--- src/rtl/proc_multicycle.sv ---
// Multi-cycle MIPS-subset core: each instruction walks only the states it needs
// (IF/ID/EX[/MEM][/WB]), with a req/ack data port, halt, retire counter and LED tap.
module proc_multicycle #(
    parameter int          IA_W     = 11,
    parameter int          DA_W     = 11,
    parameter int          LED_REG  = 30,
    parameter logic [31:0] RESET_PC = 32'h0
) (
    input  logic            w_clk,
    input  logic            w_rst_n,
    output logic [IA_W-1:0] w_imem_addr,
    input  logic [31:0]     w_imem_data,
    output logic            w_dmem_req,
    output logic            w_dmem_we,
    output logic [DA_W-1:0] w_dmem_addr,
    output logic [31:0]     w_dmem_wdata,
    input  logic [31:0]     w_dmem_rdata,
    input  logic            w_dmem_ack,
    output logic [31:0]     r_led,
    output logic            w_halted,
    output logic [31:0]     r_icount
);

    typedef enum logic [2:0] {S_IF, S_ID, S_EX, S_MEM, S_WB, S_HALT} state_t;

    localparam logic [5:0] OP_RTYPE = 6'h00;
    localparam logic [5:0] OP_ADDI  = 6'h08;
    localparam logic [5:0] OP_LW    = 6'h23;
    localparam logic [5:0] OP_SW    = 6'h2b;
    localparam logic [5:0] OP_BEQ   = 6'h04;
    localparam logic [5:0] OP_BNE   = 6'h05;
    localparam logic [5:0] OP_J     = 6'h02;
    localparam logic [5:0] OP_HALT  = 6'h3f;
    localparam logic [4:0] LED_IDX  = 5'(LED_REG);

    state_t      r_state, w_state_nxt;
    logic [31:0] r_pc;
    logic [31:0] r_rf [32];
    logic [31:0] r_ir, r_a, r_b, r_imm, r_target, r_alu, r_mdr;

    logic [5:0]  w_op, w_funct;
    logic [4:0]  w_rs, w_rt, w_rd, w_wb_dst;
    logic        w_is_rtype, w_is_addi, w_is_lw, w_is_sw;
    logic        w_is_beq, w_is_bne, w_is_j, w_is_halt;
    logic        w_ex_done, w_take, w_retire;
    logic [31:0] w_imm_sext, w_pc4, w_alu_res, w_wb_val, w_pc_nxt;

    function automatic logic [31:0] alu(input logic [5:0] funct,
                                        input logic [31:0] a,
                                        input logic [31:0] b);
        logic signed [31:0] sa;
        logic signed [31:0] sb;
        sa = a;
        sb = b;
        case (funct)
            6'h20:   alu = a + b;
            6'h22:   alu = a - b;
            6'h24:   alu = a & b;
            6'h25:   alu = a | b;
            6'h2a:   alu = {31'b0, (sa < sb)};
            6'h04:   alu = a << b[4:0];
            6'h06:   alu = a >> b[4:0];
            default: alu = 32'h0;
        endcase
    endfunction

    // IR stays valid from ID through WB, so decode is shared by all later states
    assign w_op       = r_ir[31:26];
    assign w_rs       = r_ir[25:21];
    assign w_rt       = r_ir[20:16];
    assign w_rd       = r_ir[15:11];
    assign w_funct    = r_ir[5:0];
    assign w_is_rtype = (w_op == OP_RTYPE) &&
                        (w_funct inside {6'h20, 6'h22, 6'h24, 6'h25, 6'h2a, 6'h04, 6'h06});
    assign w_is_addi  = (w_op == OP_ADDI);
    assign w_is_lw    = (w_op == OP_LW);
    assign w_is_sw    = (w_op == OP_SW);
    assign w_is_beq   = (w_op == OP_BEQ);
    assign w_is_bne   = (w_op == OP_BNE);
    assign w_is_j     = (w_op == OP_J);
    assign w_is_halt  = (w_op == OP_HALT);

    assign w_imm_sext = {{16{r_ir[15]}}, r_ir[15:0]};
    assign w_pc4      = r_pc + 32'd4;
    assign w_alu_res  = w_is_rtype ? alu(w_funct, r_a, r_b) : (r_a + r_imm);
    assign w_wb_dst   = w_is_rtype ? w_rd : w_rt;
    assign w_wb_val   = w_is_lw ? r_mdr : r_alu;
    assign w_take     = (w_is_beq && (r_a == r_b)) || (w_is_bne && (r_a != r_b));
    assign w_ex_done  = !(w_is_lw || w_is_sw || w_is_rtype || w_is_addi);

    assign w_retire = ((r_state == S_EX) && w_ex_done) ||
                      ((r_state == S_MEM) && w_dmem_ack && w_is_sw) ||
                      (r_state == S_WB);

    always_comb begin
        w_pc_nxt = w_pc4;
        if (r_state == S_EX) begin
            if (w_take)
                w_pc_nxt = r_target;
            else if (w_is_j)
                w_pc_nxt = {w_pc4[31:28], r_ir[25:0], 2'b00};
        end
    end

    always_ff @(posedge w_clk or negedge w_rst_n) begin
        if (!w_rst_n)
            r_state <= S_IF;
        else
            r_state <= w_state_nxt;
    end

    always_comb begin
        w_state_nxt = r_state;
        case (r_state)
            S_IF:   w_state_nxt = S_ID;
            S_ID:   w_state_nxt = w_is_halt ? S_HALT : S_EX;
            S_EX: begin
                if (w_is_lw || w_is_sw)
                    w_state_nxt = S_MEM;
                else if (w_is_rtype || w_is_addi)
                    w_state_nxt = S_WB;
                else
                    w_state_nxt = S_IF;
            end
            S_MEM: begin
                if (w_dmem_ack)
                    w_state_nxt = w_is_lw ? S_WB : S_IF;
            end
            S_WB:   w_state_nxt = S_IF;
            S_HALT: w_state_nxt = S_HALT;
            default: w_state_nxt = S_IF;
        endcase
    end

    // Architectural state: PC, register file, LED tap, retire counter
    always_ff @(posedge w_clk or negedge w_rst_n) begin
        if (!w_rst_n) begin
            r_pc     <= RESET_PC;
            r_led    <= 32'h0;
            r_icount <= 32'h0;
            for (int i = 0; i < 32; i++)
                r_rf[i] <= 32'h0;
        end else begin
            if (w_retire) begin
                r_pc     <= w_pc_nxt;
                r_icount <= r_icount + 32'd1;
            end
            if ((r_state == S_WB) && (w_wb_dst != 5'd0)) begin
                r_rf[w_wb_dst] <= w_wb_val;
                if (w_wb_dst == LED_IDX)
                    r_led <= w_wb_val;
            end
        end
    end

    // Per-instruction scratch registers; only meaningful in the state that consumes them
    always_ff @(posedge w_clk) begin
        case (r_state)
            S_IF: r_ir <= w_imem_data;
            S_ID: begin
                r_a      <= r_rf[w_rs];
                r_b      <= r_rf[w_rt];
                r_imm    <= w_imm_sext;
                r_target <= w_pc4 + (w_imm_sext << 2);
            end
            S_EX: r_alu <= w_alu_res;
            S_MEM: begin
                if (w_dmem_ack)
                    r_mdr <= w_dmem_rdata;
            end
            default: ;
        endcase
    end

    assign w_imem_addr  = r_pc[IA_W+1:2];
    assign w_dmem_req   = (r_state == S_MEM);
    assign w_dmem_we    = w_dmem_req && w_is_sw;
    assign w_dmem_addr  = r_alu[DA_W+1:2];
    assign w_dmem_wdata = r_b;
    assign w_halted     = (r_state == S_HALT);

endmodule

--- config.mk ---
export PLATFORM = sky130hd
export DESIGN_NAME = proc_multicycle
export DESIGN_NICKNAME = d
export VERILOG_FILES = /design/src/rtl/proc_multicycle.sv
export SDC_FILE = /design/constraint.sdc
export NUM_CORES = 2
export LEC_CHECK = 0
export ABC_AREA = 1
export BUFFER_PORTS_ARGS = -buffer_cell sky130_fd_sc_hd__buf_2
export CELL_PAD_IN_SITES_DETAIL_PLACEMENT = 1
export CELL_PAD_IN_SITES_GLOBAL_PLACEMENT = 1
export CORE_MARGIN = 2
export CORE_UTILIZATION = 51
export DETAILED_ROUTE_END_ITERATION = 12
export PLACE_DENSITY_LB_ADDON = 0.1
export SLEW_MARGIN = 20
export SYNTH_ARGS = -nofsm -noshare
export SYNTH_HDL_FRONTEND = slang
export SYNTH_SLANG_ARGS = --single-unit
--- constraint.sdc ---
create_clock -name w_clk -period 11.1 [get_ports w_clk]
set_input_delay 1.11 -clock w_clk [delete_from_list [all_inputs] [get_ports w_clk]]
set_output_delay 1.11 -clock w_clk [all_outputs]
set_load 0.01 [all_outputs]
# Yosys cells after proc, flatten, opt, wreduce, memory -nomap -nowiden
# Index checks and enable logic that the tools add are counted.
# word_totals
reg_bits	1331
input_bits	67
output_inout_bits	121
word_cells	129
# classes
add_sub_neg	6
order_cmp	5
n_eq_ne	23
shift	2
n_mux	22
n_bitwise	5
reduce_logical	23
# op_table
op	count
1024-bit bitwise mux	1
32-bit binary-select mux with 5-bit select	2
32-bit two-way mux	9
32-bit case mux with 7 select lines	1
32-bit demux with 5-bit select	1
32-bit adder	3
6-bit equality test (second input constant)	8
32-bit by 1-bit adder with 32-bit output (second input constant)	1
32-bit by 3-bit adder with 32-bit output (second input constant)	1
32-bit AND	1
32-bit equality test	1
32-bit less-than comparator	1
32-bit != test	1
32-bit OR	1
32-bit by 5-bit << shifter with 32-bit output	1
32-bit by 5-bit right shift with 32-bit output	1
32-bit subtractor	1
28-bit two-way mux	1
6-bit by 3-bit equality test with 1-bit output (second input constant)	4
6-bit greater-or-equal comparator (second input constant)	3
5-bit NOT with 6-bit output	3
3-bit two-way mux	5
3-bit case mux with 5 select lines	1
1-bit logical AND	9
other kinds (16)	25

# Longest topological paths before layout
# logic_depth
depth_word	10
mapped_depth	20
ltp_nobuf	16

# Worst setup path before layout
# OpenSTA, ideal clock, no wires.
# synth_path
path_type	flip-flop to flip-flop
start	reg r_state[1]
end	reg r_a[0], enable pin
setup_time_ns	0.542
t_arrival_ns	4.373
required_ns	10.558
setup_slack_ns	6.185
stages_incl_launch_ff	4
path_buffers	0
synth_period_minus_slack_ns	4.915
cell_sequence	dfrtp_1 nor2_1 inv_1 nor2_1
# synth_between
elab_chain_cells	1
# synth_lines
element	line	rtl
start, declared	36	state_t r_state, w_state_nxt;
start signal, assigned	109	r_state <= w_state_nxt;
3-bit by 1-bit equality test with 1-bit output	158	case (r_state)
end signal, assigned	161	r_a <= r_rf[w_rs];
end, declared	39	logic [31:0] r_ir, r_a, r_b, r_imm, r_target, r_alu, r_mdr;
# Every way passes these cells.
# A chain may end at the register's enable or synchronous reset.

# Final worst setup path
# layout_path
start	reg r_ir[22]
end	reg r_a[24] (data pin)
# layout_between
elab_chain_cells	4
# layout_lines
element	line	rtl
start, declared	39	
start signal, assigned	159	S_IF: r_ir <= w_imem_data;
5-bit NOT with 6-bit output (implied by the code)	161	
32-bit binary-select mux with 5-bit select	161	
32-bit two-way mux (implied by the code) (2 in series)	161	
# Every way passes these cells. The select of a mux whose other input is x is not followed.

==> flow_summary.yaml <==
place:
  place.gp.congestion: 1.03
  numPortBuffers: 187
  dp.final_hpwl_um: 259000
logic_synthesis:
  synthArstFlopShare_pct: 85.5
  yosysMostFrequentCell: "nand2_1"
  yosys.area.top_type: "dfrtp_1"
  syn_area_per_cell_um2: 7.08
  ys_seq_area_share_pct: 41.8
  synth_common_cells: "3,297 x nand2_1, 1,776 x o21ai_0, 1,348 x nor2_1"
  netlist.area_leader.share_pct: 34.7
  synth_area_um2: 79500
  netlist_instances: 11219
  synth-edff-count: 187
  syn_nets: 11445
  ys_types: 52
  synth_warnings: 0
  synth_area_leaders: "dfrtp_1 35%, nand2_1 16%, o21ai_0 11%"
  ys.flop_type: "dfrtp_1"
  ys_seq_elements: 1289
sta:
  slew_violations: 0
  fmax_mhz: 201
  fin_crit_ps: 4970
  finClkSkew_ps: 83.5
  fin_crit_sh_pct: 44.8
  final_hold_viol_count: 0
  tns_ps: 0
  finalSetupViolations: 0
  worstMarginPinSlew_ps: 1380
  slew-limit-headroom_pct: 6.76
  rsz0062_at_grt: "false"
cts:
  clk_path_buf_depth: 3
  cts_resized: 0
  cts_buffers: 148
  path_clk_slew_ps: 60
  cts_sinks: 1289
  hold_buffers: 0
  clockRootBuffer: "clkbuf_16"
  tritoncts: "built"
  post-cts-setup-buffer-count: 0
  insertion_delay_ps: 830
  cts-htree-levels: 4
job:
  cap_violations: 0
floorplanning:
  core-area_um2: 154000
  die-area_um2: 159000
  start_util_pct: 51.5
  die_w_um: 399
  fp.dieH_um: 399
  rows: 144
  ios: 188
cells_and_area:
  syn2layout_area_growth_pct: 8.75
  post-route-util_pct: 56.0
  drive_gt1_share_pct: 6.82
  nNetsFinal: 11016
critical_path:
  path_max_fanout: 85
  crit_start: "r_ir[22]$_DFFE_PP_"
  r2r_start: "r_ir[22]$_DFFE_PP_"
  timing_worst_setup_path_type: "reg2reg"
  crit_path_end_kind: "register"
  cp.required_ps: 11530
  start_kind: "register"
  arrival_ps: 5400
pwr:
  ir_drop_v: 0.000189
  p_leak_uw: 0.0425
  power_per_cell_area_nw_per_um2: 291
grt:
  antenna_found_initial: 27
  grt_pass1_vias: 90785
  grt_overflow_total: 0
  grt_max_degree: 200
  grt_pass1_wl_um: 607000
  track_usage_pct: 51.5
status:
  status: "finished clean"
routing:
  wl_per_cell_um: 32.4
  drtIter0Drc: 12872
  viasPerCell: 6.97
  dr.pass1.iters: 6
  wirelength_um: 420000
  drc: 0
  ant_nets: 0
  vias: 90540
min_path:
  hp-class: "in2async"
## kinds of logic after synthesis
logic type | share of synthesized area (%)
fa+ha+maj | 2.54
simple gates | 26.9
buf+inv | 6.93
compound gates | 20.7
mux | 0.453
flops | 41.8
xor+xnor | 0.716
## sequential cells by signal (all words and copies together) (netlist names)
| signal | count |
|---|---|
| r_alu | 32 |
| r_imm | 16 |
| r_mdr | 32 |
| r_icount | 32 |
| w_dmem_wdata | 32 |
| r_a | 32 |
| r_rf | 1024 |
| r_state | 3 |
| r_target | 11 |
| r_pc | 11 |
| r_ir | 32 |
| r_led | 32 |
## final cells by class
class	count	area, µm²
Antenna cell	34	85.1
Clock buffer	211	4320
Clock inverter	61	795
Fill cell	19704	68000
Inverter	451	1760
Multi-Input combinational cell	8525	41100
Sequential cell	1289	33200
Tap cell	2044	2560
Timing Repair Buffer	375	2630
## stage by stage
stage / hold WS, ps / std cells / worst slack (ps) / power (µW) / area (µm²)
3_3_place_gp: 389 / 12675 / 6650 / 18700 / 81000
6_report: 317 / 12990 / 6130 / 25200 / 86400
2_1_floorplan: 426 / 11219 / 6190 / 13700 / 79500
5_1_grt: 377 / 12972 / 6070 / 25900 / 86400
3_5_place_dp: 392 / 12677 / 6500 / 19100 / 81100
4_1_cts: 345 / 12949 / 6400 / 24300 / 86200
## worst max-delay path, stage by stage (launching register included)
cell,delay [ps]
edfxtp_1,360
buf_4,440
inv_8,650
buf_4,820
buf_4,820
o21ai_0,240
o221ai_1,210
a31oi_1,110
a22oi_1,730
## layout by cell type (no fill, tap or decap), types with 34 or more instances in the layout
master / synthesis / final
xor2_1: 48 / 48
nand3_1: 560 / 558
clkbuf_16: 0 / 152
o22ai_1: 115 / 115
o21ai_1: 165 / 170
nand2_1: 3297 / 3291
edfxtp_1: 187 / 187
nand4_1: 50 / 50
a22oi_1: 34 / 34
o21ai_0: 1776 / 1771
diode_2: 0 / 34
nor3_1: 42 / 41
nor2_1: 1348 / 1328
buf_4: 26 / 166
buf_2: 100 / 186
o221ai_1: 372 / 372
ha_1: 155 / 155
nor2_4: 1 / 37
inv_1: 432 / 426
a21oi_1: 245 / 245
a31oi_1: 120 / 118
dfrtp_1: 1102 / 1102
## routing by layer
layer	up-vias	wire, µm	GRT usage (%)
met3	2134	54800	16.4
li1	36802	-	-
met2	7143	176000	74.6
met5	-	65	0
met4	10	43600	45.8
met1	44451	146000	61.2
## power by group
group	internal [µW]	total, µW	switching, µW	leakage (µW)
Sequential	5500	6290	784	0.0171
Combinational	3180	13600	10500	0.0230
Clock	2970	5250	2270	0.00249
## path summary, 6_finish.rpt
path / end / slack, ps / depth (start not counted)
hold / removal: r_rf[531]$_DFFE_PN0P_ / 320 / 1
setup / recovery: r_a[24]$_DFFE_PN_ / 6130 / 8
hold reg to reg: r_rf[992]$_DFFE_PN0P_ / 400 / 0
max in group asynchronous: r_icount[28]$_DFFE_PN0P_ / 8330 / 3
setup reg to reg: r_a[24]$_DFFE_PN_ / 6130 / 8
min in group w_clk: r_rf[992]$_DFFE_PN0P_ / 400 / 0
No activity file was read; power rests on OpenSTA's default activity.
